===== config.mk =====
export PLATFORM = sky130hd
export DESIGN_NAME = hvac_sequencer_flat
export DESIGN_NICKNAME = d
export VERILOG_FILES = /design/src/rtl/hvac_if.sv /design/src/rtl/hvac_sequencer.sv /design/src/flat_wrapper.sv
export SDC_FILE = /design/constraint.sdc
export NUM_CORES = 1
export LEC_CHECK = 0
export CAP_MARGIN = 20
export CORE_MARGIN = 3
export CORE_UTILIZATION = 30
export CTS_CLUSTER_SIZE = 25
export DETAILED_ROUTE_END_ITERATION = 16
export PLACE_DENSITY = 0.46
export SLEW_MARGIN = 30
export SYNTH_ARGS = -nofsm -noshare
export SYNTH_HDL_FRONTEND = slang
export SYNTH_SLANG_ARGS = --single-unit

===== constraint.sdc =====
create_clock -name clk -period 3.6 [get_ports clk]
set_clock_uncertainty 0.1 [all_clocks]
set_input_delay 1.08 -clock clk [delete_from_list [all_inputs] [get_ports clk]]
set_output_delay 1.08 -clock clk [all_outputs]
set_load 0.02 [all_outputs]

===== src/rtl/hvac_if.sv =====
// Request/actuator bundle between the air-conditioning monitor and the actuator sequencer.
interface hvac_if;
    logic       heating;
    logic       cooling;
    logic       fan;
    logic       heater_en;
    logic       compressor_en;
    logic       fault;
    logic [2:0] state;

    modport master (
        output heating,
        output cooling,
        input  fan,
        input  heater_en,
        input  compressor_en,
        input  fault,
        input  state
    );

    modport slave (
        input  heating,
        input  cooling,
        output fan,
        output heater_en,
        output compressor_en,
        output fault,
        output state
    );
endinterface


===== src/rtl/hvac_sequencer.sv =====
// Actuator sequencer: fan pre/post purge, minimum heater/compressor on-time and
// compressor restart lockout, driven by the monitor's heating/cooling requests.
module hvac_sequencer #(
    parameter int unsigned PRE_CYCLES     = 4,
    parameter int unsigned POST_CYCLES    = 8,
    parameter int unsigned MIN_ON         = 16,
    parameter int unsigned LOCKOUT_CYCLES = 32
) (
    input logic  clk,
    input logic  rst_n,
    hvac_if.slave bus
);

    typedef enum logic [2:0] {
        StIdle    = 3'd0,
        StPre     = 3'd1,
        StHeat    = 3'd2,
        StCool    = 3'd3,
        StPost    = 3'd4,
        StLockout = 3'd5
    } state_e;

    typedef enum logic {
        ModeHeat = 1'b0,
        ModeCool = 1'b1
    } mode_e;

    localparam logic [7:0] PreLast     = 8'(PRE_CYCLES - 1);
    localparam logic [7:0] PostLast    = 8'(POST_CYCLES - 1);
    localparam logic [7:0] MinOnLast   = 8'(MIN_ON - 1);
    localparam logic [7:0] LockoutLast = 8'(LOCKOUT_CYCLES - 1);

    // Plain vector register so illegal codes are representable and recoverable.
    logic [2:0] state_q;
    state_e     state_d;
    logic [7:0] cnt_q, cnt_d;
    mode_e      mode_q, mode_d;
    logic       fan_q, fan_d;
    logic       heater_q, heater_d;
    logic       comp_q, comp_d;
    logic       fault_q;

    logic heat_req, cool_req, mode_req;

    always_comb begin
        heat_req = bus.heating & ~bus.cooling;
        cool_req = bus.cooling & ~bus.heating;
        mode_req = (mode_q == ModeHeat) ? heat_req : cool_req;

        // Any transition clears the counter; only staying in a state advances it.
        state_d = StIdle;
        cnt_d   = 8'd0;
        mode_d  = mode_q;

        case (state_q)
            StIdle: begin
                if (heat_req) begin
                    state_d = StPre;
                    mode_d  = ModeHeat;
                end else if (cool_req) begin
                    state_d = StPre;
                    mode_d  = ModeCool;
                end
            end
            StPre: begin
                if (!mode_req) begin
                    state_d = StPost;
                end else if (cnt_q == PreLast) begin
                    state_d = (mode_q == ModeHeat) ? StHeat : StCool;
                end else begin
                    state_d = StPre;
                    cnt_d   = cnt_q + 8'd1;
                end
            end
            StHeat: begin
                if (cnt_q == MinOnLast && !heat_req) begin
                    state_d = StPost;
                end else begin
                    state_d = StHeat;
                    cnt_d   = (cnt_q == MinOnLast) ? cnt_q : cnt_q + 8'd1;
                end
            end
            StCool: begin
                if (cnt_q == MinOnLast && !cool_req) begin
                    state_d = StPost;
                end else begin
                    state_d = StCool;
                    cnt_d   = (cnt_q == MinOnLast) ? cnt_q : cnt_q + 8'd1;
                end
            end
            StPost: begin
                if (cnt_q == PostLast) begin
                    state_d = (mode_q == ModeCool) ? StLockout : StIdle;
                end else begin
                    state_d = StPost;
                    cnt_d   = cnt_q + 8'd1;
                end
            end
            StLockout: begin
                if (cnt_q != LockoutLast) begin
                    state_d = StLockout;
                    cnt_d   = cnt_q + 8'd1;
                end
            end
            default: state_d = StIdle;
        endcase

        // Outputs are decoded from the next state so they move with the state register.
        fan_d    = (state_d == StPre) || (state_d == StHeat) ||
                   (state_d == StCool) || (state_d == StPost);
        heater_d = (state_d == StHeat);
        comp_d   = (state_d == StCool);
    end

    always_ff @(posedge clk or negedge rst_n) begin
        if (!rst_n) begin
            state_q  <= StIdle;
            cnt_q    <= 8'd0;
            mode_q   <= ModeHeat;
            fan_q    <= 1'b0;
            heater_q <= 1'b0;
            comp_q   <= 1'b0;
            fault_q  <= 1'b0;
        end else begin
            state_q  <= state_d;
            cnt_q    <= cnt_d;
            mode_q   <= mode_d;
            fan_q    <= fan_d;
            heater_q <= heater_d;
            comp_q   <= comp_d;
            fault_q  <= bus.heating & bus.cooling;
        end
    end

    assign bus.fan           = fan_q;
    assign bus.heater_en     = heater_q;
    assign bus.compressor_en = comp_q;
    assign bus.fault         = fault_q;
    assign bus.state         = state_q;

endmodule


===== src/flat_wrapper.sv =====
// flat-port wrapper written by rule: the top's interface ports become plain ports
module hvac_sequencer_flat 
#(
    parameter int unsigned PRE_CYCLES     = 4,
    parameter int unsigned POST_CYCLES    = 8,
    parameter int unsigned MIN_ON         = 16,
    parameter int unsigned LOCKOUT_CYCLES = 32
)
  (clk, rst_n, bus_heating, bus_cooling, bus_fan, bus_heater_en, bus_compressor_en, bus_fault, bus_state);
  hvac_if bus_i ();
  input logic clk;
  input logic rst_n;
  input wire logic [$bits(bus_i.heating)-1:0] bus_heating;
  input wire logic [$bits(bus_i.cooling)-1:0] bus_cooling;
  output wire logic [$bits(bus_i.fan)-1:0] bus_fan;
  output wire logic [$bits(bus_i.heater_en)-1:0] bus_heater_en;
  output wire logic [$bits(bus_i.compressor_en)-1:0] bus_compressor_en;
  output wire logic [$bits(bus_i.fault)-1:0] bus_fault;
  output wire logic [$bits(bus_i.state)-1:0] bus_state;
  assign bus_i.heating = bus_heating;
  assign bus_i.cooling = bus_cooling;
  assign bus_fan = bus_i.fan;
  assign bus_heater_en = bus_i.heater_en;
  assign bus_compressor_en = bus_i.compressor_en;
  assign bus_fault = bus_i.fault;
  assign bus_state = bus_i.state;
  hvac_sequencer #(.PRE_CYCLES(PRE_CYCLES), .POST_CYCLES(POST_CYCLES), .MIN_ON(MIN_ON), .LOCKOUT_CYCLES(LOCKOUT_CYCLES)) u_core (.clk(clk), .rst_n(rst_n), .bus(bus_i));
endmodule

==> summary.txt <==
Clock network
  – Worst skew pair latency: roughly 300 ps
  – Postcts setup bufs: 0
  – Clock-pin slew on the worst setup and hold paths: 100 ps
  – CTS root buf: clkbuf_4
  – Cts hold-fix bufs: 0
  – Num CTS Buffers: 3
  – Post_cts resized: 0
  – CTS HTree Levels: 1
  – CTS Buffer Depth: 2
  – Clk sink count: 16
  – CTS tree: built

STA
  – Setup TNS: 0 ps
  – Setup violators final: 0
  – Fin crit period: ~3000 ps
  – Final hold vios: 0
  – Fin crit share: 0.831
  – Highest clock rate: ~330 MHz
  – Slew margin rel.: 0.520
  – Worst slew pin tran: between 700 and 800 ps
  – Slew Limit Fails: 0
  – Unrepaired setup endpoints after global routing: no

Setup path
  – Setup CP Type: input port to flip-flop
  – Start point of the critical path: bus_cooling
  – Critical path's top delay family: multiplexers
  – Reg2reg end: u_core.bus.fan
  – WP data arrival: approximately 3100 ps
  – Critical R2R Launch: u_core.cnt_q[5]
  – Worst setup SP type: input port
  – CP endpoint kind: flip-flop
  – Worst path buffer plus inverter count: 2
  – Worst reg2reg path depth: 5
  – CP max FO: 3
  – Worst Setup EP: u_core.bus.fan
  – Largest stage delay, worst path: around 510 ps
  – WP depth: 8
  – CP required: between 3000 and 4000 ps
  – Slowest-stage cell, CP: clkdlybuf4s50_1
  – R2R Setup Slk: 1410 ps
  – Cells along the critical path: clkdlybuf4s50_1, inv_1, ha_1, mux2_2, o31ai_1, and3_1, nand3b_1, mux2_4

Yosys
  – Register area share after synthesis: 0.390
  – Largest family of logic cells by synthesized area: simple AND/OR/NAND/NOR gates
  – Post-Synth Simple-Gate Area: 0.249
  – Synth cell count leaders: dfrtp_1, nor2_1, inv_1, nor3_1
  – Synth area leaders: dfrtp_1, ha_1, nor2_1, xnor2_1, nor3_1
  – Number of synthesized flops with an enable pin: 0
  – Synthesized netlist net count: 115
  – Xor/xnor share of the synthesized area: 0.0512
  – Async S/R FF share, synth: 1.00
  – Count of cell types in the netlist: 43
  – Yosys warning count: 0
  – Multiplexer share of the synthesized area: 0.0451
  – Synthesized instance count: between 100 and 150
  – Synth top area share: 0.390
  – Synth Area in Compound Gates: 0.159
  – Synth area leader: dfrtp_1
  – Synth Area in Adders: 0.0610
  – Count of state elements after synthesis: 16
  – Top-count cell post-synth: dfrtp_1
  – Top FF cell, synth: dfrtp_1
  – Post-Syn Area per Cell: 9.68 um^2
  – Area of the mapped netlist: approximately 1000 um^2

Place
  – Dpl cell area: 1160 um^2
  – Post-detail-place hpwl: around 1.7 mm
  – Port Buffer Count: 10
  – Last weighted congestion value of the routability-driven placer: 0.861

Global routing
  – First-pass GRT wire length: 3.90 mm
  – Total grt overflow: 0
  – Number of global-route vias before repair: between 700 and 800
  – Total track usage: 0.122
  – Initial antenna violation count: 0
  – Largest net degree at the start of global routing: 17

Power
  – P_leak: 0.507 nW
  – Peak VDD IR: ~0.22 mV
  – Cell Pwr Density: between 600 and 700 nW/um^2

Worst hold path
  – Hold_sp: u_core.cnt_q[0]
  – Worst hold path class: flip-flop to flip-flop

Detailed routing
  – Routed len/inst: 14.1 um
  – Final WL: 2.25 mm
  – Starting DRT DRC Count: 55
  – Vias per cell: between 5 and 6
  – Drt pass-1 iters: 4
  – Antenna viol nets, final: 0
  – Via Count: approximately 810
  – Final routed DRC violation total: 0

Die
  – Width of the die: roughly 64 um
  – Total core area: approximately 3200 um^2
  – Initial Util: 0.325
  – Die Ht: 64.5 um
  – Standard-cell rows: 20
  – Die area: around 4200 um^2
  – Top-Level Pins: 11

Final layout
  – Final Cell Area: roughly 1200 um^2
  – Share of cells above drive strength 1: 0.0862
  – Syn-to-layout area delta: 16.3%
  – Sequential cell area: ~400 um^2
  – Fin nets: around 130
  – Antenna cells: 0
  – Fillers: 340
  – Area of the multi-input gates: 579 um^2

Outcome
  – Outcome: finished clean

Job
  – Max_cap viols: 0
[sequential cells by signal, summed over array words and instances (netlist names)]
register / cells
u_core.bus.fan: 1
u_core.cnt_q: 8
u_core.bus.compressor_en: 1
u_core.bus.state: 3
u_core.bus.heater_en: 1
u_core.bus.fault: 1
u_core.mode_q: 1
[per-stage QoR]
stage	worst slack, ps	instances	hold slack, ps	utilization	power [mW]
final	607	160	430	0.379	0.740
after global placement	340	156	404	0.367	0.621
after detailed placement	282	156	413	0.367	0.619
after floorplan	974	106	375	-	0.521
after CTS	623	160	429	0.379	0.749
after global routing	512	160	454	0.379	0.797
[kinds of logic (layout without fill, tap and decap cells)]
kind of cell    Yosys count  in the layout
compound gates           19             19
simple gates             46             46
buf+inv                  10             20
fa+ha+maj                 5              5
xor+xnor                  6              6
flops                    16             16
mux                       4              4
[layer usage]
layer,wire (um),up-vias,GRT usage,share of wire
li1,-,410,-,-
met1,1140,375,0.173,0.51
met2,960,23,0.173,0.43
met3,100,4,0.0329,0.044
met4,46,0,0.0554,0.020
met5,0,-,0,0
[area by class of cell]
cell class,count,share of cell area
tap,44,0.0461
sequential,16,0.335
clock buffer,4,0.0304
inverter,6,0.0189
multi-input combinational,80,0.485
timing repair buffer,10,0.0839
[cell usage in the layout (no fill, tap or decap), types with 2 or more instances in the layout]
| cell | instances |
|---|---|
| nand3_1 | 3 |
| a31oi_1 | 2 |
| and3_1 | 4 |
| a221oi_1 | 2 |
| nor2b_1 | 2 |
| mux2i_1 | 2 |
| nor2_1 | 12 |
| o31ai_1 | 2 |
| xor2_1 | 2 |
| clkbuf_4 | 3 |
| nor3_1 | 6 |
| nand3b_1 | 2 |
| dfrtp_1 | 16 |
| a211oi_1 | 2 |
| clkdlybuf4s50_1 | 10 |
| ha_1 | 5 |
| inv_1 | 6 |
| a21o_1 | 2 |
| nand2_1 | 5 |
| nand2b_1 | 2 |
| xnor2_1 | 4 |
[how the worst min path moves through the flow]
stage	endpoint	slack [ps]	cells after the start
after floorplan	u_core.cnt_q[0]	380	1
after detailed placement	u_core.cnt_q[0]	410	1
final	u_core.cnt_q[0]	430	1
after CTS	u_core.cnt_q[0]	430	1
after global routing	u_core.cnt_q[0]	450	1
after global placement	u_core.cnt_q[0]	400	1
[report_power, final]
group	internal, mW	switching (mW)	total, mW
registers	0.215	0.0570	0.273
logic	0.167	0.174	0.341
clock network	0.0618	0.0645	0.126
total	0.445	0.295	0.740
No activity file was read; power rests on OpenSTA's default activity.
